[config.mk]
export PLATFORM = sky130hd
export DESIGN_NAME = uart_tx_arb
export DESIGN_NICKNAME = d
export VERILOG_FILES = /design/src/rtl/uart_tx_arb.sv
export SDC_FILE = /design/constraint.sdc
export NUM_CORES = 1
export LEC_CHECK = 0
export ABC_CLOCK_PERIOD_IN_PS = 5950
export BUFFER_PORTS_ARGS = -buffer_cell sky130_fd_sc_hd__buf_2
export CAP_MARGIN = 20
export CORE_MARGIN = 4
export CORE_UTILIZATION = 49
export DETAILED_ROUTE_END_ITERATION = 10
export PLACE_DENSITY = 0.88
export SETUP_SLACK_MARGIN = 0.15
export SKIP_LAST_GASP = 1
export SYNTH_ARGS = -nofsm -noshare
export SYNTH_HDL_FRONTEND = slang
export SYNTH_SLANG_ARGS = --single-unit
[constraint.sdc]
create_clock -name clk -period 5.95 [get_ports clk]
set_input_delay 0.595 -clock clk [delete_from_list [all_inputs] [get_ports clk]]
set_output_delay 0.595 -clock clk [all_outputs]
set_load 0.03 [all_outputs]
[src/rtl/uart_tx_arb.sv]
// uart_tx_arb: round-robin arbiter and frame pacer sharing one uart_tx among
// N_REQ byte producers. Each accepted byte is issued as a one-cycle o_tx_vld
// pulse. The next grant is held off until the frame, plus any configured idle
// gap, has fully left the line.
module uart_tx_arb #(
    parameter int FREQ     = 1_000_000,
    parameter int RATE     = 115_200,
    parameter int N_REQ    = 4,
    parameter int GAP_BITS = 0,
    localparam int IW      = $clog2(N_REQ)
) (
    input  logic               clk,
    input  logic               rst_n,
    input  logic [N_REQ*8-1:0] i_req_data,
    input  logic [N_REQ-1:0]   i_req_vld,
    output logic [N_REQ-1:0]   o_req_rdy,
    output logic [7:0]         o_tx_data,
    output logic               o_tx_vld,
    output logic               o_busy,
    output logic [IW-1:0]      o_grant_id
);

    localparam int BIT_CYC   = FREQ / RATE;
    localparam int FRAME_CYC = 10 * BIT_CYC;
    localparam int HOLD_CYC  = FRAME_CYC + GAP_BITS * BIT_CYC;
    localparam int CW        = $clog2(HOLD_CYC + 1);

    typedef enum logic [1:0] {
        IDLE = 2'd0,
        SEND = 2'd1,
        HOLD = 2'd2
    } state_t;

    state_t          state;
    state_t          state_nx;
    logic [IW-1:0]   ptr;
    logic [CW-1:0]   cnt;
    logic            grant_any;
    logic [IW-1:0]   grant_idx;
    logic [IW-1:0]   cand;
    logic            accept;

    // Round-robin search: first valid requester after the pointer, wrapping.
    always_comb begin
        grant_any = 1'b0;
        grant_idx = '0;
        cand      = '0;
        for (int unsigned i = 1; i <= N_REQ; i++) begin
            cand = IW'((32'(ptr) + i) % 32'(N_REQ));
            if (!grant_any && i_req_vld[cand]) begin
                grant_any = 1'b1;
                grant_idx = cand;
            end
        end
    end

    assign accept = (state == IDLE) && grant_any;

    // State register.
    always_ff @(posedge clk) begin
        if (!rst_n) begin
            state <= IDLE;
        end else begin
            state <= state_nx;
        end
    end

    // Next-state logic.
    always_comb begin
        state_nx = state;
        case (state)
            IDLE:    if (grant_any) state_nx = SEND;
            SEND:    state_nx = HOLD;
            HOLD:    if (cnt == '0) state_nx = IDLE;
            default: state_nx = IDLE;
        endcase
    end

    // Grant output: one-hot in IDLE only, forced low while in reset.
    always_comb begin
        o_req_rdy = '0;
        if (rst_n && accept) begin
            o_req_rdy = N_REQ'(1) << grant_idx;
        end
    end

    // Datapath: byte latch, pointer, start pulse, busy flag and frame timer.
    // The timer is loaded with HOLD_CYC-1 on accept and counts down through
    // SEND as well as HOLD, so the next accept lands exactly 1+HOLD_CYC
    // cycles after the previous one.
    always_ff @(posedge clk) begin
        if (!rst_n) begin
            ptr        <= IW'(N_REQ - 1);
            cnt        <= '0;
            o_tx_data  <= 8'h00;
            o_tx_vld   <= 1'b0;
            o_busy     <= 1'b0;
            o_grant_id <= '0;
        end else begin
            case (state)
                IDLE: begin
                    if (grant_any) begin
                        o_tx_data  <= i_req_data[{grant_idx, 3'b000} +: 8];
                        ptr        <= grant_idx;
                        o_grant_id <= grant_idx;
                        o_tx_vld   <= 1'b1;
                        o_busy     <= 1'b1;
                        cnt        <= CW'(HOLD_CYC - 1);
                    end
                end
                SEND: begin
                    o_tx_vld <= 1'b0;
                    cnt      <= cnt - CW'(1);
                end
                HOLD: begin
                    if (cnt == '0) begin
                        o_busy <= 1'b0;
                    end else begin
                        cnt <= cnt - CW'(1);
                    end
                end
                default: begin
                    o_tx_vld <= 1'b0;
                    o_busy   <= 1'b0;
                end
            endcase
        end
    end

endmodule

==> results.sh, run 1 <==
export IMPL_fill_cells=217
export IMPL_cts_root_buf="clkbuf_4"
export IMPL_wirelength_um=3060
export IMPL_drive_gt1_frac=0.337
export IMPL_routed_via_density=5.58
export IMPL_gp_congestion=0.771
export IMPL_slew_limit_headroom=0.617
export IMPL_syn_inst=153
export IMPL_clock_sinks=23
export IMPL_finalSetupViolCount=0
export IMPL_finalHoldViolations=0
export IMPL_cp_end_kind="output port"
export IMPL_drt_pass1_iterations=4
export IMPL_cts_made_buffers=3
export IMPL_die_x_um=60.2
export IMPL_die_area_mm2=0.00362
export IMPL_cp_num_cells=6
export IMPL_worst_ep_arrival_time_ns=2.19
export IMPL_tns_ns=0
export IMPL_startpoint_type="flip-flop"
export IMPL_power_density_mw_per_mm2=359
export IMPL_antenna_found_initial=0
export IMPL_postCtsResizedCells=0
export IMPL_synth_top_area_cell="dfxtp_1"
export IMPL_io_buffers=53
export IMPL_maxCapViolCount=0
export IMPL_cts_hold_buf=0
export IMPL_netlist_area_leader_share=0.345
export IMPL_holdWs_ns=0.470
export IMPL_synth_area_leaders="dfxtp_1 35%, mux2i_1 14%, o221ai_1 5.9%"
export IMPL_slowest_delay_ns=0.55
export IMPL_drt_iter0_drc=86
export IMPL_clk_pin_slew_ns=0.12
export IMPL_cts_setup_buffers=0
export IMPL_leakagePower_nw=0.809
export IMPL_grt_pass1_wl_um=4940
export IMPL_required_ns=5.36
export IMPL_status="finished clean"
export IMPL_h_tree_depth=1
export IMPL_ff2ff_setup_slack_ns=3.90
export IMPL_critical_path_class="flip-flop to output port"
export IMPL_drc_errors=0
export IMPL_ant_nets=0
export IMPL_cp_num_buf_inv=2
export IMPL_seqCellArea_um2=460
export IMPL_final_nets=246
export IMPL_n_antenna_cell=0
export IMPL_cp_top_family="simple AND/OR/NAND/NOR gates"
export IMPL_ioPinCount=54
export IMPL_dp_hpwl_um=2400
export IMPL_period_minus_slack_ns=2.79
export IMPL_syn_to_final_growth_pct=21.2
export IMPL_min_path_cells=2
export IMPL_multi_input_area_um2=797
export IMPL_postSynthAreaPerCell_um2=8.72
export IMPL_track_usage=0.176
export IMPL_grt_pass1_vias=1147
export IMPL_syn_area_mm2=0.00133
export IMPL_grt_ovfl_total=0
export IMPL_syn_nets=196
export IMPL_crit_path_cell_trace="inv_1 > ha_1 > nand2_1 > or3_1 > nor2_1 > buf_2"
export IMPL_r2r_worst_path_cells=7
export IMPL_cp_slowest_cell="or3_1"
export IMPL_cts_path_max_buffers=2
export IMPL_cts_tree="yes"
export IMPL_coreArea_mm2=0.00254
export IMPL_clk_latency_ns=0.31
export IMPL_max_clock_freq_mhz=359
export IMPL_clock_skew_ns=0.00726
export IMPL_fp_dieH_um=60.2
export IMPL_vias=1294
export IMPL_drv_slew=0
export IMPL_peakVddDrop_v=0.000293
export IMPL_wl_per_cell_um=13.2
export IMPL_grt_start_max_net_pins=23
export IMPL_rows=18
export IMPL_fin_crit_sh=0.468
export IMPL_tightestPinTransition_ns=0.570
export IMPL_rsz0062_at_grt="no"
export IMPL_ys_warn_count=0
export IMPL_path_max_fanout=11
export IMPL_ys_seq_elements=23
export IMPL_synth_distinct_cells=31
export IMPL_min_path_type="flip-flop to flip-flop"
export IMPL_ys_seq_area_frac=0.345
export IMPL_start_util=0.524
-- flip-flops by register name, summed over array words and instances (netlist names) --
signal / count
o_tx_data: 8
ptr: 2
cnt: 7
o_grant_id: 2
o_busy: 1
o_tx_vld: 1
state: 2
-- where the power goes --
group / internal, mW / total, mW / switching [mW] / leakage (nW)
Sequential: 0.194 / 0.225 / 0.0311 / 0.191
Combinational: 0.114 / 0.284 / 0.170 / 0.603
Clock: 0.0262 / 0.0709 / 0.0448 / 0.0150
Total: 0.333 / 0.580 / 0.246 / 0.809
-- cell usage after synthesis (all sizes together) --
cell    number
inv          8
o211a        1
or2          1
o31ai        1
nor3         3
buf          3
a221o        1
nand3       10
nand2       20
o32ai        2
o221a        6
ha           5
or3          4
nor4         1
nor2b        2
or4b         1
a211oi       1
dfxtp       23
nor2        10
a31oi        1
o21ba        1
o21ai        1
nand2b       3
a21oi       12
o221ai       9
mux2i       18
clkbuf       5
-- layout make-up --
class	count	share of cell area
multi-input combinational	114	0.493
sequential	23	0.285
timing repair buffer	53	0.164
tap	30	0.0232
inverter	8	0.0186
clock buffer	4	0.0163
-- stage by stage --
| stage | power (mW) | setup slack, ns | utilization | instances | instance area (um2) |
|---|---|---|---|---|---|
| 2_1_floorplan | 0.449 | 3.51 | - | 153 | 1330 |
| 3_3_place_gp | 0.505 | 3.35 | 0.625 | 228 | 1590 |
| 3_5_place_dp | 0.512 | 3.25 | 0.625 | 228 | 1590 |
| 4_1_cts | 0.584 | 3.15 | 0.635 | 232 | 1620 |
| 5_1_grt | 0.625 | 2.92 | 0.635 | 232 | 1620 |
| 6_report | 0.580 | 3.16 | 0.635 | 232 | 1620 |
-- final timing paths --
path | start | to
max | state[0] | o_req_rdy[1]
min | o_grant_id[1] | o_grant_id[1]
max reg2reg | cnt[0] | cnt[6]
min reg2reg | o_grant_id[1] | o_grant_id[1]
-- worst min-delay path, cell delays in order, from the launching register on --
cell and delay (ns):
dfxtp_1 0.33, nand2_1 0.05, a21oi_1 0.05
-- kinds of logic after synthesis --
family | synth area share
AOI/OAI and AO/OA | 0.215
muxes | 0.135
adders and majority gates | 0.0469
buffers and inverters | 0.0572
DFF | 0.345
and+or+nand+nor | 0.201
-- per-layer routing --
layer  global-route usage  wire [um]  vias to the layer above
met5                    0          0                        -
met4               0.0285         13                        0
met3               0.0497        181                        2
met2                0.298       1530                       37
met1                0.226       1330                      588
li1                     -          -                      667
-- cells in the final DEF, fill, tap and decap left out, drive strengths merged --
cell    count
buf        53
dfxtp      23
nand2      20
mux2i      18
a21oi      12
nor2       10
nand3      10
o221ai      9
inv         8
o221a       6
ha          5
clkbuf      4
or3         4
nand2b      3
nor3        3
nor2b       2
o32ai       2
a31oi       1
nor4        1
or4b        1
o31ai       1
a221o       1
o21ba       1
or2         1
o21ai       1
a211oi      1
o211a       1
Note: power is estimated with default switching activity, not from simulation.
==> run 2, diff against run 1 <==
--- a/config.mk
+++ b/config.mk
@@ -5,13 +5,13 @@
 export SDC_FILE = /design/constraint.sdc
 export NUM_CORES = 1
 export LEC_CHECK = 0
-export ABC_CLOCK_PERIOD_IN_PS = 5950
+export ABC_CLOCK_PERIOD_IN_PS = 2700
 export BUFFER_PORTS_ARGS = -buffer_cell sky130_fd_sc_hd__buf_2
 export CAP_MARGIN = 20
 export CORE_MARGIN = 4
-export CORE_UTILIZATION = 49
+export CORE_UTILIZATION = 48
 export DETAILED_ROUTE_END_ITERATION = 10
-export PLACE_DENSITY = 0.88
+export PLACE_DENSITY = 0.86
 export SETUP_SLACK_MARGIN = 0.15
 export SKIP_LAST_GASP = 1
 export SYNTH_ARGS = -nofsm -noshare
==> constraint.sdc (replaced) <==
create_clock -name clk -period 2.7 [get_ports clk]
set_input_delay 0.27 -clock clk [delete_from_list [all_inputs] [get_ports clk]]
set_output_delay 0.27 -clock clk [all_outputs]
set_load 0.03 [all_outputs]
==> run 2 against run 1 <==
Via count rose by 1.3%. Flip-flop and latch count did not move. Final cell count grew 0.43%. Sequential share of layout area is 0.39 points lower. First-iteration DRC count decreased by 42%. Utilization increased by 0.32 points. Combinational power increased by 120%. Largest power group unchanged.
==> results.sh, run 2 (synthesized netlist as in run 1, its figures left out) <==
export IMPL_clk_latency_ns=0.30
export IMPL_drt_pass1_iterations=5
export IMPL_stdcell_count=233
export IMPL_dp_hpwl_um=2500
export IMPL_dr_wl_met3_um=165
export IMPL_ant_nets=0
export IMPL_path_max_fanout=11
export IMPL_layout_common_cells="53 x buf_2, 23 x dfxtp_1, 19 x nand2_1"
export IMPL_hp_start="i_req_data[14]"
export IMPL_wirelength_um=3230
export IMPL_grt_pass1_vias=1202
export IMPL_drc_errors=0
export IMPL_syn_to_final_growth_pct=22.9
export IMPL_slew_limit_headroom=0.555
export IMPL_maxCapViolCount=0
export IMPL_cts_hold_buf=0
export IMPL_reg_largest_list="o_tx_data: 8 flops, cnt: 7 flops"
export IMPL_final_nets=247
export IMPL_r2r_start="cnt[0]"
export IMPL_fill_cells=241
export IMPL_cp_end_kind="output port"
export IMPL_power_density_mw_per_mm2=787
export IMPL_cp_startpoint="state[0]"
export IMPL_largest_register="o_tx_data"
export IMPL_required_ns=2.43
export IMPL_h_tree_depth=1
export IMPL_cts_root_buf="clkbuf_4"
export IMPL_rows=18
export IMPL_track_usage=0.178
export IMPL_wl_per_cell_um=13.9
export IMPL_critical_path_class="flip-flop to output port"
export IMPL_cts_tree="yes"
export IMPL_utilization=0.638
export IMPL_vias=1311
export IMPL_drt_iter0_drc=50
export IMPL_wl_met2_um=1670
export IMPL_drive_gt1_frac=0.360
export IMPL_start_util=0.519
export IMPL_fin_area_mm2=0.00164
export IMPL_dr_max_layer_used="met4"
export IMPL_worst_ep_arrival_time_ns=2.03
export IMPL_slowest_delay_ns=0.44
export IMPL_io_buffers=53
export IMPL_status="finished clean"
export IMPL_routed_via_density=5.63
export IMPL_clock_sinks=23
export IMPL_leakagePower_nw=0.817
export IMPL_cts_setup_buffers=0
export IMPL_rsz0062_at_grt="no"
export IMPL_coreArea_mm2=0.00257
export IMPL_tightestPinTransition_ns=0.662
export IMPL_n_antenna_cell=0
export IMPL_fp_dieH_um=60.7
export IMPL_fin_crit_sh=0.853
export IMPL_clk_pin_slew_ns=0.12
export IMPL_period_minus_slack_ns=2.30
export IMPL_grt_start_max_net_pins=22
export IMPL_finalHoldViolations=0
export IMPL_gp_congestion=0.784
export IMPL_die_x_um=60.7
export IMPL_drv_slew=0
export IMPL_cts_path_max_buffers=2
export IMPL_peakVddDrop_v=0.000632
export IMPL_finalSetupViolCount=0
export IMPL_tns_ns=0
export IMPL_startpoint_type="flip-flop"
export IMPL_clock_skew_ns=0.00207
export IMPL_grt_ovfl_total=0
export IMPL_ioPinCount=54
export IMPL_placed_cells=229
export IMPL_min_path_type="primary input to flip-flop"
export IMPL_antenna_found_initial=0
export IMPL_grt_pass1_wl_um=5040
export IMPL_largest_register_ff_count=8
export IMPL_postCtsResizedCells=0
export IMPL_layout_commonest_cell="buf_2"
export IMPL_cts_made_buffers=3
export IMPL_die_area_mm2=0.00369
export IMPL_max_clock_freq_mhz=434
export IMPL_crit_path_cell_trace="inv_1 > ha_1 > nand2_2 > or3_4 > nor2_1 > buf_2"
export IMPL_wl_met1_um=1370
export IMPL_cp_slowest_cell="or3_4"
export IMPL_placed_area_mm2=0.00160
[run 2: metrics by stage]
| stage | hold WS, ns | setup slack (ns) | power [mW] |
|---|---|---|---|
| 3_5_place_dp | 0.470 | 0.565 | 1.13 |
| 5_1_grt | 0.264 | 0.233 | 1.39 |
| 4_1_cts | 0.265 | 0.179 | 1.28 |
| 3_3_place_gp | 0.454 | 0.644 | 1.11 |
| 6_report | 0.262 | 0.397 | 1.29 |
| 2_1_floorplan | 0.433 | 0.748 | 0.989 |
[run 2: path summary, 6_finish.rpt]
kind,end,slack (ns),cells after the start
max reg2reg,cnt[5],0.65,7
min reg2reg,o_grant_id[1],0.49,2
max,o_req_rdy[1],0.40,6
min,o_tx_data[6],0.26,3
[run 2: layout make-up]
cell class | instances | area [um2] | area share
inverters | 8 | 30.0 | 0.0183
well taps | 30 | 37.5 | 0.0229
multi-input cells | 114 | 812 | 0.495
repair buffers | 54 | 273 | 0.166
clock buffers | 4 | 26.3 | 0.0160
flip-flops and latches | 23 | 460 | 0.281
[run 2: power by group]
group / internal (mW) / switching, mW / total [mW]
logic: 0.256 / 0.381 / 0.637
clock network: 0.0576 / 0.0993 / 0.157
registers: 0.427 / 0.0679 / 0.495
[run 2: metal layers]
| metal | track usage | vias to the layer above |
|---|---|---|
| li1 | - | 664 |
| met1 | 0.234 | 606 |
| met2 | 0.298 | 37 |
| met3 | 0.0383 | 4 |
| met4 | 0.0433 | 0 |
| met5 | 0 | - |
[run 2: worst max-delay path, delay by kind of cell, from the launching register on]
family	cells	cell delay (ns)
adder cells (fa/ha/maj)	1	0.31
AND/OR/NAND/NOR	3	0.75
flip-flops	1	0.35
buffers and inverters	2	0.32
==> run 3, diff against run 2 <==
--- a/config.mk
+++ b/config.mk
@@ -6,12 +6,12 @@
 export NUM_CORES = 1
 export LEC_CHECK = 0
 export ABC_CLOCK_PERIOD_IN_PS = 2700
-export BUFFER_PORTS_ARGS = -buffer_cell sky130_fd_sc_hd__buf_2
 export CAP_MARGIN = 20
 export CORE_MARGIN = 4
-export CORE_UTILIZATION = 48
+export CORE_UTILIZATION = 49
 export DETAILED_ROUTE_END_ITERATION = 10
-export PLACE_DENSITY = 0.86
+export DONT_BUFFER_PORTS = 1
+export PLACE_DENSITY = 0.71
 export SETUP_SLACK_MARGIN = 0.15
 export SKIP_LAST_GASP = 1
 export SYNTH_ARGS = -nofsm -noshare
==> run 3 against run 2 <==
Total power shrank 5.0%. Worst setup slack lost 0.044 ns. Register-to-register slack lost 0.03 ns. Non-clock buffer count shrank 49. Global-route usage grew 0.20 points. Sequential power grew 21%. Final cell count shrank 21%. Combinational power shrank 27%. Clock power is essentially flat. Via count shrank 11%. Final area shrank 15%.
==> results.sh, run 3 (synthesized netlist as in run 1, its figures left out) <==
export IMPL_fp_dieH_um=60.2
export IMPL_fin_crit_sh=0.869
export IMPL_regToRegEndpoint="cnt[5]"
export IMPL_cts_made_buffers=3
export IMPL_holdWs_ns=0.0210
export IMPL_cts_tree="yes"
export IMPL_final_nets=198
export IMPL_worst_ep_arrival_time_ns=2.08
export IMPL_required_ns=2.43
export IMPL_seqCellArea_um2=460
export IMPL_r2r_start="cnt[0]"
export IMPL_die_x_um=60.2
export IMPL_grt_pass1_vias=1071
export IMPL_power_density_mw_per_mm2=878
export IMPL_tightestPinTransition_ns=0.601
export IMPL_drv_slew=0
export IMPL_tns_ns=0
export IMPL_drt_iter0_drc=86
export IMPL_fill_cells=238
export IMPL_start_util=0.524
export IMPL_min_path_type="primary input to flip-flop"
export IMPL_largest_register="o_tx_data"
export IMPL_multi_input_area_um2=802
export IMPL_n_antenna_cell=0
export IMPL_rows=18
export IMPL_syn_to_final_growth_pct=4.60
export IMPL_leakagePower_nw=0.612
export IMPL_p_int_mw=0.693
export IMPL_drt_pass1_iterations=6
export IMPL_slew_limit_headroom=0.596
export IMPL_clock_skew_ns=0.00409
export IMPL_cts_path_max_buffers=2
export IMPL_vias=1163
export IMPL_fin_area_mm2=0.00140
export IMPL_period_minus_slack_ns=2.35
export IMPL_clock_sinks=23
export IMPL_placed_area_mm2=0.00136
export IMPL_slowest_delay_ns=0.47
export IMPL_hp_start="rst_n"
export IMPL_drive_gt1_frac=0.143
export IMPL_clk_pin_slew_ns=0.13
export IMPL_cts_root_buf="clkbuf_4"
export IMPL_startpoint_type="flip-flop"
export IMPL_wl_per_cell_um=17.2
export IMPL_power_frac_seq=0.487
export IMPL_grt_ovfl_total=0
export IMPL_clk_latency_ns=0.31
export IMPL_swShare=0.434
export IMPL_cp_num_buf_inv=2
export IMPL_routed_via_density=6.32
export IMPL_status="finished clean"
export IMPL_track_usage=0.180
export IMPL_cp_slowest_cell="or3_4"
export IMPL_power_switching_mw=0.532
export IMPL_cp_end_kind="output port"
export IMPL_setup_ws_ns=0.352
export IMPL_min_path_cells=1
export IMPL_grt_pass1_wl_um=4920
export IMPL_coreArea_mm2=0.00254
export IMPL_placed_cells=180
export IMPL_gp_congestion=0.725
export IMPL_antenna_found_initial=0
export IMPL_cp_top_family="simple AND/OR/NAND/NOR gates"
export IMPL_max_clock_freq_mhz=426
export IMPL_dp_hpwl_um=2440
export IMPL_stdcell_count=184
export IMPL_h_tree_depth=1
export IMPL_reg_largest_list="o_tx_data: 8 flops, cnt: 7 flops"
export IMPL_finalHoldViolations=0
export IMPL_crit_path_cell_trace="inv_1 > ha_1 > nand2_1 > or3_4 > nor2_1 > buf_4"
export IMPL_wirelength_um=3170
export IMPL_rsz0062_at_grt="no"
export IMPL_dp_slack_ns=0.586
export IMPL_ant_nets=0
export IMPL_clockPowerShare=0.131
export IMPL_min_to="ptr[0]"
export IMPL_finalSetupViolCount=0
export IMPL_largest_register_ff_count=8
export IMPL_io_buffers=0
export IMPL_layout_common_cells="23 x dfxtp_1, 20 x nand2_1, 18 x mux2i_1"
export IMPL_r2r_worst_path_cells=7
export IMPL_maxCapViolCount=0
export IMPL_die_area_mm2=0.00362
export IMPL_peakVddDrop_v=0.000531
export IMPL_ioPinCount=54
export IMPL_drc_errors=0
export IMPL_pwr_share_comb=0.382
export IMPL_layout_commonest_cell="dfxtp_1"
export IMPL_path_max_fanout=11
export IMPL_critical_path_class="flip-flop to output port"
export IMPL_ff2ff_setup_slack_ns=0.62
export IMPL_grt_start_max_net_pins=23
-- run 3: final cells by class --
cell class,instances,share of cell area
inverter,8,0.0215
tap,30,0.0269
clock buffer,3,0.0161
sequential,23,0.330
clock inverter,1,0.00359
timing repair buffer,5,0.0269
multi-input combinational,114,0.575
-- run 3: how the worst max path moves through the flow --
stage / startpoint / endpoint / slack, ns / cells after the start
after floorplan: ptr[1] / o_req_rdy[0] / 0.75 / 7
final: state[0] / o_req_rdy[0] / 0.35 / 6
after global routing: state[1] / o_req_rdy[0] / 0.16 / 6
after global placement: state[0] / o_req_rdy[0] / 0.67 / 6
after detailed placement: state[0] / o_req_rdy[0] / 0.59 / 6
after CTS: state[0] / o_req_rdy[0] / 0.21 / 6
-- run 3: worst register-to-register path: stages, from the launching register on --
cell     delay (ns)
dfxtp_1        0.37
inv_1          0.08
ha_1           0.22
or4b_4         0.24
nor3_2         0.04
a221o_2        0.42
or2_1          0.32
o32ai_1        0.31
-- run 3: power by group through the flow --
stage	combinational, mW	sequential [mW]	clock, mW
2_1_floorplan	0.413	0.577	0
3_3_place_gp	0.442	0.601	0
6_report	0.468	0.597	0.160
5_1_grt	0.525	0.610	0.185
3_5_place_dp	0.466	0.606	0
4_1_cts	0.467	0.597	0.169
-- run 3: routing by layer --
layer / vias up / global-route usage / wire length (um)
li1: 567 / - / -
met1: 549 / 0.223 / 1280
met2: 43 / 0.296 / 1620
met3: 4 / 0.0475 / 232
met4: 0 / 0.0665 / 42
met5: - / 0 / 0
-- run 3: stage by stage --
step / util / power (mW)
6_report: 0.548 / 1.23
5_1_grt: 0.548 / 1.32
4_1_cts: 0.546 / 1.23
3_5_place_dp: 0.535 / 1.07
3_3_place_gp: 0.535 / 1.04
2_1_floorplan: - / 0.989
-- run 3: what timing repair did --
action | in CTS | in global routing
buffers inserted | 0 | 0
resized for setup | 0 | 1
setup endpoints to repair | 0 | 2
hold buffers | 0 | 0
